## src/rtl/riscv_pkg.sv

```systemverilog
// Shared RV32I decode definitions: ALU select codes, opcodes, writeback selects,
// immediate formats and the registered decode bundle.
package riscv_pkg;

   localparam logic [3:0] ALU_ADD   = 4'b0000;
   localparam logic [3:0] ALU_SUB   = 4'b0001;
   localparam logic [3:0] ALU_SLL   = 4'b0010;
   localparam logic [3:0] ALU_SLT   = 4'b0011;
   localparam logic [3:0] ALU_SLTU  = 4'b0100;
   localparam logic [3:0] ALU_XOR   = 4'b0101;
   localparam logic [3:0] ALU_SRL   = 4'b0110;
   localparam logic [3:0] ALU_SRA   = 4'b0111;
   localparam logic [3:0] ALU_OR    = 4'b1000;
   localparam logic [3:0] ALU_AND   = 4'b1001;
   localparam logic [3:0] ALU_PASSB = 4'b1010;

   localparam logic [6:0] OPC_OP     = 7'b0110011;
   localparam logic [6:0] OPC_OP_IMM = 7'b0010011;
   localparam logic [6:0] OPC_LUI    = 7'b0110111;
   localparam logic [6:0] OPC_AUIPC  = 7'b0010111;
   localparam logic [6:0] OPC_JAL    = 7'b1101111;
   localparam logic [6:0] OPC_JALR   = 7'b1100111;
   localparam logic [6:0] OPC_BRANCH = 7'b1100011;
   localparam logic [6:0] OPC_LOAD   = 7'b0000011;
   localparam logic [6:0] OPC_STORE  = 7'b0100011;

   localparam logic [1:0] WB_ALU = 2'b00;
   localparam logic [1:0] WB_MEM = 2'b01;
   localparam logic [1:0] WB_PC4 = 2'b10;

   typedef enum logic [2:0] {ImmNone, ImmI, ImmIsh, ImmS, ImmB, ImmU, ImmJ} imm_fmt_e;

   typedef struct packed {
      logic [3:0]  alusel;
      logic [31:0] imm;
      logic [4:0]  rs1_addr;
      logic [4:0]  rs2_addr;
      logic [4:0]  rd_addr;
      logic        asel;
      logic        bsel;
      logic        regwen;
      logic        memrw;
      logic        memrd;
      logic [1:0]  wbsel;
      logic        br_en;
      logic        brun;
      logic [2:0]  br_funct3;
      logic        illegal;
   } dec_bundle_t;

   // Base ALU operation for OP/OP-IMM; SUB/SRA selection is applied by the caller.
   function automatic logic [3:0] alu_from_funct3(input logic [2:0] funct3);
      logic [3:0] sel;
      case (funct3)
         3'b000:  sel = ALU_ADD;
         3'b001:  sel = ALU_SLL;
         3'b010:  sel = ALU_SLT;
         3'b011:  sel = ALU_SLTU;
         3'b100:  sel = ALU_XOR;
         3'b101:  sel = ALU_SRL;
         3'b110:  sel = ALU_OR;
         default: sel = ALU_AND;
      endcase
      return sel;
   endfunction

endpackage

```

## src/rtl/riscv_imm_gen.sv

```systemverilog
// Combinational RV32I immediate builder; all formats sign-extend from instr[31],
// shift amounts are zero-extended.
module riscv_imm_gen
   import riscv_pkg::*;
(
   input  logic [31:0] instr,
   input  imm_fmt_e    fmt,
   output logic [31:0] imm
);

   always_comb begin
      imm = '0;
      case (fmt)
         ImmI:    imm = {{20{instr[31]}}, instr[31:20]};
         ImmIsh:  imm = {27'b0, instr[24:20]};
         ImmS:    imm = {{20{instr[31]}}, instr[31:25], instr[11:7]};
         ImmB:    imm = {{19{instr[31]}}, instr[31], instr[7], instr[30:25], instr[11:8], 1'b0};
         ImmU:    imm = {instr[31:12], 12'b0};
         ImmJ:    imm = {{11{instr[31]}}, instr[31], instr[19:12], instr[20], instr[30:21], 1'b0};
         default: imm = '0;
      endcase
   end

endmodule

```

## src/rtl/riscv_decode_stage.sv

```systemverilog
// Registered RV32I decode stage with valid/ready handshake and flush.
// Define DECODE_ILLEGAL_TRAP_EN to flag illegal instructions instead of decoding them as a NOP.
module riscv_decode_stage
   import riscv_pkg::*;
#(
   parameter int unsigned XLEN = 32
) (
   input  logic            clk,
   input  logic            rst,
   input  logic            in_valid,
   output logic            in_ready,
   input  logic [31:0]     instr,
   input  logic [XLEN-1:0] pc,
   input  logic            flush,
   output logic            out_valid,
   input  logic            out_ready,
   output logic [XLEN-1:0] out_pc,
   output logic [3:0]      alusel,
   output logic [31:0]     imm,
   output logic [4:0]      rs1_addr,
   output logic [4:0]      rs2_addr,
   output logic [4:0]      rd_addr,
   output logic            asel,
   output logic            bsel,
   output logic            regwen,
   output logic            memrw,
   output logic            memrd,
   output logic [1:0]      wbsel,
   output logic            br_en,
   output logic            brun,
   output logic [2:0]      br_funct3,
   output logic            illegal
);

   logic [6:0]  w_opc;
   logic [2:0]  w_f3;
   logic [6:0]  w_f7;
   logic        w_illegal;
   imm_fmt_e    w_fmt;
   logic [31:0] w_imm;
   dec_bundle_t w_ctrl;
   dec_bundle_t w_next;
   logic        w_load;

   logic            r_valid;
   logic [XLEN-1:0] r_pc;
   dec_bundle_t     r_bundle;

   assign w_opc = instr[6:0];
   assign w_f3  = instr[14:12];
   assign w_f7  = instr[31:25];

   always_comb begin
      w_ctrl           = '0;
      w_fmt            = ImmNone;
      w_illegal        = 1'b0;
      w_ctrl.rs1_addr  = instr[19:15];
      w_ctrl.rs2_addr  = instr[24:20];
      w_ctrl.rd_addr   = instr[11:7];
      w_ctrl.br_funct3 = w_f3;
      w_ctrl.brun      = w_f3[1];
      case (w_opc)
         OPC_OP: begin
            w_ctrl.alusel = alu_from_funct3(w_f3);
            if (w_f7[5] && w_f3 == 3'b000) w_ctrl.alusel = ALU_SUB;
            if (w_f7[5] && w_f3 == 3'b101) w_ctrl.alusel = ALU_SRA;
            w_ctrl.regwen = 1'b1;
            w_illegal = !(w_f7 == 7'h00 || (w_f7 == 7'h20 && (w_f3 == 3'b000 || w_f3 == 3'b101)));
         end
         OPC_OP_IMM: begin
            w_ctrl.alusel = alu_from_funct3(w_f3);
            if (w_f7[5] && w_f3 == 3'b101) w_ctrl.alusel = ALU_SRA;
            w_ctrl.bsel   = 1'b1;
            w_ctrl.regwen = 1'b1;
            w_fmt         = (w_f3 == 3'b001 || w_f3 == 3'b101) ? ImmIsh : ImmI;
            if (w_f3 == 3'b001) w_illegal = (w_f7 != 7'h00);
            if (w_f3 == 3'b101) w_illegal = !(w_f7 == 7'h00 || w_f7 == 7'h20);
         end
         OPC_LUI: begin
            w_ctrl.alusel = ALU_PASSB;
            w_ctrl.bsel   = 1'b1;
            w_ctrl.regwen = 1'b1;
            w_fmt         = ImmU;
         end
         OPC_AUIPC: begin
            w_ctrl.asel   = 1'b1;
            w_ctrl.bsel   = 1'b1;
            w_ctrl.regwen = 1'b1;
            w_fmt         = ImmU;
         end
         OPC_JAL: begin
            w_ctrl.asel   = 1'b1;
            w_ctrl.bsel   = 1'b1;
            w_ctrl.regwen = 1'b1;
            w_ctrl.wbsel  = WB_PC4;
            w_fmt         = ImmJ;
         end
         OPC_JALR: begin
            w_ctrl.bsel   = 1'b1;
            w_ctrl.regwen = 1'b1;
            w_ctrl.wbsel  = WB_PC4;
            w_fmt         = ImmI;
            w_illegal     = (w_f3 != 3'b000);
         end
         OPC_BRANCH: begin
            w_ctrl.asel  = 1'b1;
            w_ctrl.bsel  = 1'b1;
            w_ctrl.br_en = 1'b1;
            w_fmt        = ImmB;
            w_illegal    = (w_f3 == 3'b010 || w_f3 == 3'b011);
         end
         OPC_LOAD: begin
            w_ctrl.bsel   = 1'b1;
            w_ctrl.memrd  = 1'b1;
            w_ctrl.regwen = 1'b1;
            w_ctrl.wbsel  = WB_MEM;
            w_fmt         = ImmI;
            w_illegal     = (w_f3 == 3'b011 || w_f3 == 3'b110 || w_f3 == 3'b111);
         end
         OPC_STORE: begin
            w_ctrl.bsel  = 1'b1;
            w_ctrl.memrw = 1'b1;
            w_fmt        = ImmS;
            w_illegal    = (w_f3 > 3'b010);
         end
         default: w_illegal = 1'b1;
      endcase
`ifdef DECODE_ILLEGAL_TRAP_EN
      if (w_illegal) begin
         w_ctrl.regwen  = 1'b0;
         w_ctrl.memrw   = 1'b0;
         w_ctrl.memrd   = 1'b0;
         w_ctrl.br_en   = 1'b0;
         w_ctrl.illegal = 1'b1;
      end
`else
      // Undecodable words become ADDI x0,x0,0 so execute sees a harmless bundle.
      if (w_illegal) begin
         w_ctrl      = '0;
         w_ctrl.bsel = 1'b1;
         w_fmt       = ImmNone;
      end
`endif
   end

   riscv_imm_gen u_imm_gen (
      .instr (instr),
      .fmt   (w_fmt),
      .imm   (w_imm)
   );

   always_comb begin
      w_next     = w_ctrl;
      w_next.imm = w_imm;
   end

   // A flush frees the stage, so fetch is never back-pressured while redirecting.
   assign in_ready = !r_valid || out_ready || flush;
   assign w_load   = in_valid && in_ready;

   always_ff @(posedge clk) begin
      if (rst) begin
         r_valid  <= 1'b0;
         r_pc     <= '0;
         r_bundle <= '0;
      end else if (flush) begin
         r_valid <= 1'b0;
      end else if (w_load) begin
         r_valid  <= 1'b1;
         r_pc     <= pc;
         r_bundle <= w_next;
      end else if (out_ready) begin
         r_valid <= 1'b0;
      end
   end

   assign out_valid = r_valid;
   assign out_pc    = r_pc;
   assign alusel    = r_bundle.alusel;
   assign imm       = r_bundle.imm;
   assign rs1_addr  = r_bundle.rs1_addr;
   assign rs2_addr  = r_bundle.rs2_addr;
   assign rd_addr   = r_bundle.rd_addr;
   assign asel      = r_bundle.asel;
   assign bsel      = r_bundle.bsel;
   assign regwen    = r_bundle.regwen;
   assign memrw     = r_bundle.memrw;
   assign memrd     = r_bundle.memrd;
   assign wbsel     = r_bundle.wbsel;
   assign br_en     = r_bundle.br_en;
   assign brun      = r_bundle.brun;
   assign br_funct3 = r_bundle.br_funct3;
   assign illegal   = r_bundle.illegal;

endmodule

```

## config.mk

```make
export PLATFORM = sky130hd
export DESIGN_NAME = riscv_decode_stage
export DESIGN_NICKNAME = d
export VERILOG_FILES = /design/src/rtl/riscv_pkg.sv /design/src/rtl/riscv_imm_gen.sv /design/src/rtl/riscv_decode_stage.sv
export SDC_FILE = /design/constraint.sdc
export NUM_CORES = 1
export LEC_CHECK = 0
export CAP_MARGIN = 20
export CORE_MARGIN = 8
export CORE_UTILIZATION = 42
export DETAILED_ROUTE_END_ITERATION = 10
export PLACE_DENSITY = 0.78
export SETUP_SLACK_MARGIN = 0.5
export SYNTH_ARGS = -nofsm -noshare
export SYNTH_HDL_FRONTEND = slang
export SYNTH_SLANG_ARGS = --single-unit
```

## constraint.sdc

```tcl
create_clock -name clk -period 3.5 [get_ports clk]
set_clock_uncertainty 0.05 [all_clocks]
set_input_delay 0.875 -clock clk [delete_from_list [all_inputs] [get_ports clk]]
set_output_delay 0.875 -clock clk [all_outputs]
set_load 0.02 [all_outputs]
```

Yosys cells after proc, flatten, opt, wreduce, memory -nomap -nowiden
Cells that the tools add are included.
{ "word_totals": {"register_bits": 97, "mem_bits_rw": 0, "rom_bits": 0, "latchBits": 0, "out_inout_bits": 98, "mem_count": 0} }
{ "op_classes": {"n_div": 0, "n_eq_ne": 23, "bitwise": 1, "addsub": 0, "magnitude_cmp": 1, "shift": 0, "reduce_logical": 30, "mux": 22, "n_mul": 0} }
{ "op_table": {"columns": ["operator", "count"], "rows": [
  ["32-bit case mux with 6 select lines", 1],
  ["64-bit two-way mux", 1],
  ["7-bit by 6-bit == test with 1-bit output (second input constant)", 4],
  ["4-bit case mux with 7 select lines", 1],
  ["3-bit == test (second input constant)", 7],
  ["7-bit == test (second input constant)", 3],
  ["3-bit case mux with 6 select lines", 1],
  ["7-bit by 5-bit == test with 1-bit output (second input constant)", 2],
  ["3-bit by 2-bit == test with 1-bit output (second input constant)", 4],
  ["4-bit two-way mux", 3],
  ["4-bit case mux with 3 select lines", 1],
  ["1-bit two-way mux", 10],
  ["1-bit logical OR", 9],
  ["2-bit OR reduction", 4],
  ["8-bit OR reduction", 1],
  ["7-bit by 2-bit == test with 1-bit output (second input constant)", 1],
  ["7-bit zero test", 1],
  ["1-bit case mux with 7 select lines", 1],
  ["7-bit nonzero test", 1],
  ["7-bit OR reduction", 1],
  ["3-bit by 1-bit == test with 1-bit output (second input constant)", 2],
  ["3-bit OR reduction", 2],
  ["1-bit logical AND", 4],
  ["2-bit case mux with 2 select lines", 1],
  ["9 further kinds", 11]
]} }

Depth between registers and ports, before layout
{ "depth": {"word_depth": 9, "ltp_mapped": 10} }

By module
Synthesis repeated with hierarchy kept, for this count alone.
{ "unflattened": {"hier_cells": 546, "hier_area_um2": 4419.2} }
{ "by_module_without_submodules": {"columns": ["mod", "n_inst", "area_each_um2", "cells_each", "seq_area_each_um2"], "rows": [
  ["riscv_decode_stage", 1, 3684.8, 452, 1881.8],
  ["riscv_imm_gen", 1, 734.5, 94, 0.0]
]} }

Worst setup path after synthesis
No wires, ideal clock.
{ "synth_path": {"path_type": "input port to flip-flop", "startpoint": "input instr[3]", "endpoint": "register r_bundle, in the netlist memrd", "t_required_ns": 3.380, "path_slack_ns": 0.747, "cell_stages": 9, "setup_ns": 0.070, "arrival_time_ns": 2.633, "cell_sequence": "buf_4 -> nor4bb_2 -> and3_1 -> buf_2 -> o211ai_2 -> nand3_4 -> a2111oi_4 -> or4b_1 -> a21oi_1"} }
{ "synth_via": {"elab_chain_cells": 4, "word_cells_on_any_way": 13, "classes_between": "eq/ne: 9; mux: 3; reduce/logical: 1"} }
{ "synth_rtl": {"columns": ["item", "line", "text"], "rows": [
  ["start, declared", "riscv_decode_stage.sv:12", "input logic [31:0] instr,"],
  ["7-bit == test, or another cell as far along", "riscv_decode_stage.sv:62", "case (w_opc)"],
  ["3-bit OR reduction (no source line)", null, null],
  ["1-bit case mux with 7 select lines", "riscv_decode_stage.sv:62", null],
  ["64-bit two-way mux (*)", "riscv_decode_stage.sv:138", "if (w_illegal) begin"],
  ["end signal, assigned", "riscv_decode_stage.sv:171", "r_bundle <= w_next;"],
  ["end, declared", "riscv_decode_stage.sv:47", "dec_bundle_t r_bundle;"]
]} }
Every way passes the cells marked *; elsewhere a longest branch is shown, timed or not.
A chain may end at the register's enable or synchronous reset.

Worst setup path in the final report
{ "layout_path": {"startpoint": "input instr[14]", "endpoint": "register r_bundle, in the netlist memrd"} }
{ "layout_via": {"elab_chain_cells": 7, "word_cells_on_any_way": 20, "classes_between": "order compare: 1; eq/ne: 6; mux: 4; reduce/logical: 9"} }
{ "layout_rtl": {"columns": ["item", "line", "text"], "rows": [
  ["3-bit == test / 3-bit zero test (equally long branches)", "riscv_decode_stage.sv:68, riscv_decode_stage.sv:77", null],
  ["1-bit logical OR", "riscv_decode_stage.sv:68", "w_illegal = !(w_f7 == 7'h00 || (w_f7 == 7'h20 && (w_f3 == 3'b000 || w_f3 == 3'b101)));"],
  ["1-bit logical AND", "riscv_decode_stage.sv:68", null],
  ["1-bit logical OR", "riscv_decode_stage.sv:68", null],
  ["1-bit zero test", "riscv_decode_stage.sv:68", null],
  ["1-bit case mux with 7 select lines (*)", "riscv_decode_stage.sv:62", null],
  ["64-bit two-way mux (*)", "riscv_decode_stage.sv:138", null]
]} }
Marks and branches as above.

==> out/results.tsv <==
metric	value	unit
status	completed	
setup_ws	530	ps
relSlewSlack	51.4	%
async_flop_share	0	%
dr.pass1.iters	5	
ioPinCount	167	
clockBufferDepth	2	
postLayoutCoreUtil	65.4	%
arrival	3200	ps
yosysTopAreaCell	dfxtp_1	
slew_viol_final	0	
r2r_end	memrd$_SDFFE_PP0P_	
nets	689	
ys_seq_area_share	48.1	%
r2r_start	out_valid$_SDFFE_PP0P_	
die_h	113	um
dieArea	0.0127	mm2
slowest_stage	clkdlybuf4s50_1	
hold_violations	0	
crit_family	compound AO/OA/AOI/OAI gates	
multi_input_area	0.00191	mm2
viasPerCell	5.59	
final_cells	736	
grt.overflow.total	0	
ant_nets	0	
whs_endpoint	out_pc[9]$_SDFFE_PP0P_	
wl	13500	um
rows	35	
fin_tns_setup	0	ps
synth_cell_types	54	
netlist_area	0.00392	mm2
synth_nets	527	
synth.avg_cell_area	8.55	um2
cts_buffers	9	
grt_pass1_wl	21000	um
worst-path-buf-inv	1	
dp.cells	717	
finalCritPeriodShare	84.9	%
worstSetupPathType	primary input to register	
n_fill_cell	749	
grt.total_usage	20.3	%
crit_path_cell_trace	clkdlybuf4s50_1 -> o21ai_0 -> a211oi_2 -> nor2_4 -> nand3_4 -> a2111oi_4 -> or4b_1 -> a21oi_1	
period_minus_slack	2970	ps
synth_area_leaders	dfxtp_1 (48%), nand2_1 (9.5%), a21oi_1 (5.5%)	
stdcell_area	0.00599	mm2
final-seq-area	0.00188	mm2
drc	0	
synth-main-ff-cell	dfxtp_1	
hold_start	out_pc[9]$_SDFFE_PP0P_	
cts_tree	built	
rrSetupSlack	1790	ps
rsz0062_at_grt	true	
antenna_found_initial	0	
placed_area	0.00570	mm2
fmax	0.337	GHz
grt_pass1_vias	4136	
clk_pin_slew_worst_paths	100	ps
cp_slowest_stage_delay	510	ps
hp-class	register to register	
synthCells	458	
grt_max_degree	61	
io_buffers	165	
design.core.area	0.00915	mm2
drtIter0Drc	239	
hold_buffers	0	
wire_per_inst	18.3	um
clk_latency	350	ps
endpoint_kind	register	
reg2reg_depth	5	
maxCapViolations	0	
pre_cts_ws	82.6	ps
area_growth	52.9	%
yosysTopAreaCellShare	48.1	%
die_width	113	um
dp_hpwl	10100	um
p_per_area	349	mW/mm2
setup_violations	0	
hold_depth	2	
startpoint_type	primary input	
diodes	0	
yosys_warnings	0	
synth_edf_count	0	
root_buffer	clkbuf_8	
routabilityCongestion	0.874	
critPathMaxFanout	5	
power_leakage	2.30	nW
htree_levels	3	
cp.required	3720	ps
max-vdd-ir-drop	0.000339	V
start_util	42.8	%
ys_ff_latch	94	
worstMarginPinSlew	730	ps
via_count	4113	
cts_sinks	94	
drive_gt1_share	10.2	%
-- through the flow --
| stage | power [mW] | hold slack, ps |
|---|---|---|
| floorplan | 1.25 | 480 |
| global placement | 1.41 | 383 |
| detailed placement | 1.41 | 393 |
| CTS | 2.10 | 413 |
| global route | 2.18 | 426 |
| finish | 2.09 | 410 |
-- layer usage --
layer  global-route usage (%)  vias to the layer above  wire length, um
met5                        0                        -                0
met3                     7.94                       15             1290
met2                     34.4                      185             6580
li1                         -                     1960                -
met1                     22.7                     1953             5410
met4                     6.56                        0              225
-- power breakdown --
group | internal (mW) | switching, mW
Sequential | 1.09 | 0.00977
Combinational | 0.143 | 0.156
Clock | 0.277 | 0.417
Total | 1.51 | 0.582
-- worst max path at each step --
stage | depth (start not counted) | endpoint | start | slack [ps]
finish | 8 | memrd$_SDFFE_PP0P_ | instr[14] | 530
global route | 8 | memrd$_SDFFE_PP0P_ | instr[14] | 420
CTS | 4 | in_ready | out_ready | 480
detailed placement | 8 | imm[10]$_SDFFE_PP0P_ | instr[6] | 80
global placement | 8 | imm[10]$_SDFFE_PP0P_ | instr[6] | 160
floorplan | 9 | memrd$_SDFFE_PP0P_ | instr[3] | 750
-- registers in the layout, summed over array words and instances, names as in the netlist, 3 cells and up --
name,count
rs1_addr,5
rd_addr,5
rs2_addr,5
out_pc,32
br_funct3,3
alusel,4
imm,32
-- worst register-to-register path, delay by kind of cell, from the launching register on --
kind,cells,cell delay (ps)
AOI/OAI and AO/OA,2,430
and+or+nand+nor,3,830
DFF,1,320
-- timing repair --
action	in CTS	in global routing
resized for setup	2	19
pin swaps	0	4
setup endpoints to repair	7	36
setup buffers	0	3
cloned	0	0
endpoints found under the hold margin	0	0
-- cells in the mapped netlist (all sizes together), types with 4 or more instances --
library cell,number
nand2,99
dfxtp,94
a21oi,43
nor2,37
clkbuf,28
a22oi,26
a32oi,21
buf,13
o21ai,11
nand3,10
a22o,8
nand2b,7
o211ai,6
a211oi,4
-- kinds of logic (layout without fill, tap and decap cells) --
family                    Yosys count  in the layout  synth area share, %
muxes                               2              2                0.511
DFF                                94             94                 48.1
and+or+nand+nor                   184            184                 22.1
AOI/OAI and AO/OA                 133            133                 24.0
buffers and inverters              43            210                 4.92
xor gates and xnor gates            1              1                0.224
other                               1              1               0.0958
-- area by class of cell --
class                   instances  share of cell area (%)
clock buffers                   9                    2.07
flip-flops and latches         94                    31.4
inverters                       2                   0.125
clock inverters                 7                    1.15
repair buffers                192                    31.1
well taps                     111                    2.32
multi-input cells             321                    31.8
-- cell usage in the layout, fill, tap and decap left out, types with 3 or more instances in the layout --
| cell type | synthesis | routed |
|---|---|---|
| nand2b_1 | 7 | 6 |
| a32o_1 | 3 | 3 |
| and3_1 | 3 | 3 |
| nor2_1 | 36 | 34 |
| dlymetal6s2s_1 | 0 | 6 |
| nand3_1 | 9 | 9 |
| dfxtp_1 | 94 | 94 |
| a22o_1 | 8 | 8 |
| o211ai_1 | 4 | 4 |
| buf_4 | 6 | 27 |
| o21ai_0 | 11 | 11 |
| clkbuf_8 | 0 | 9 |
| a22oi_1 | 26 | 26 |
| a211oi_1 | 4 | 3 |
| clkdlybuf4s50_1 | 0 | 157 |
| a21oi_1 | 43 | 43 |
| a32oi_1 | 21 | 20 |
| nand2_1 | 99 | 99 |
No activity file was read; power rests on OpenSTA's default activity.
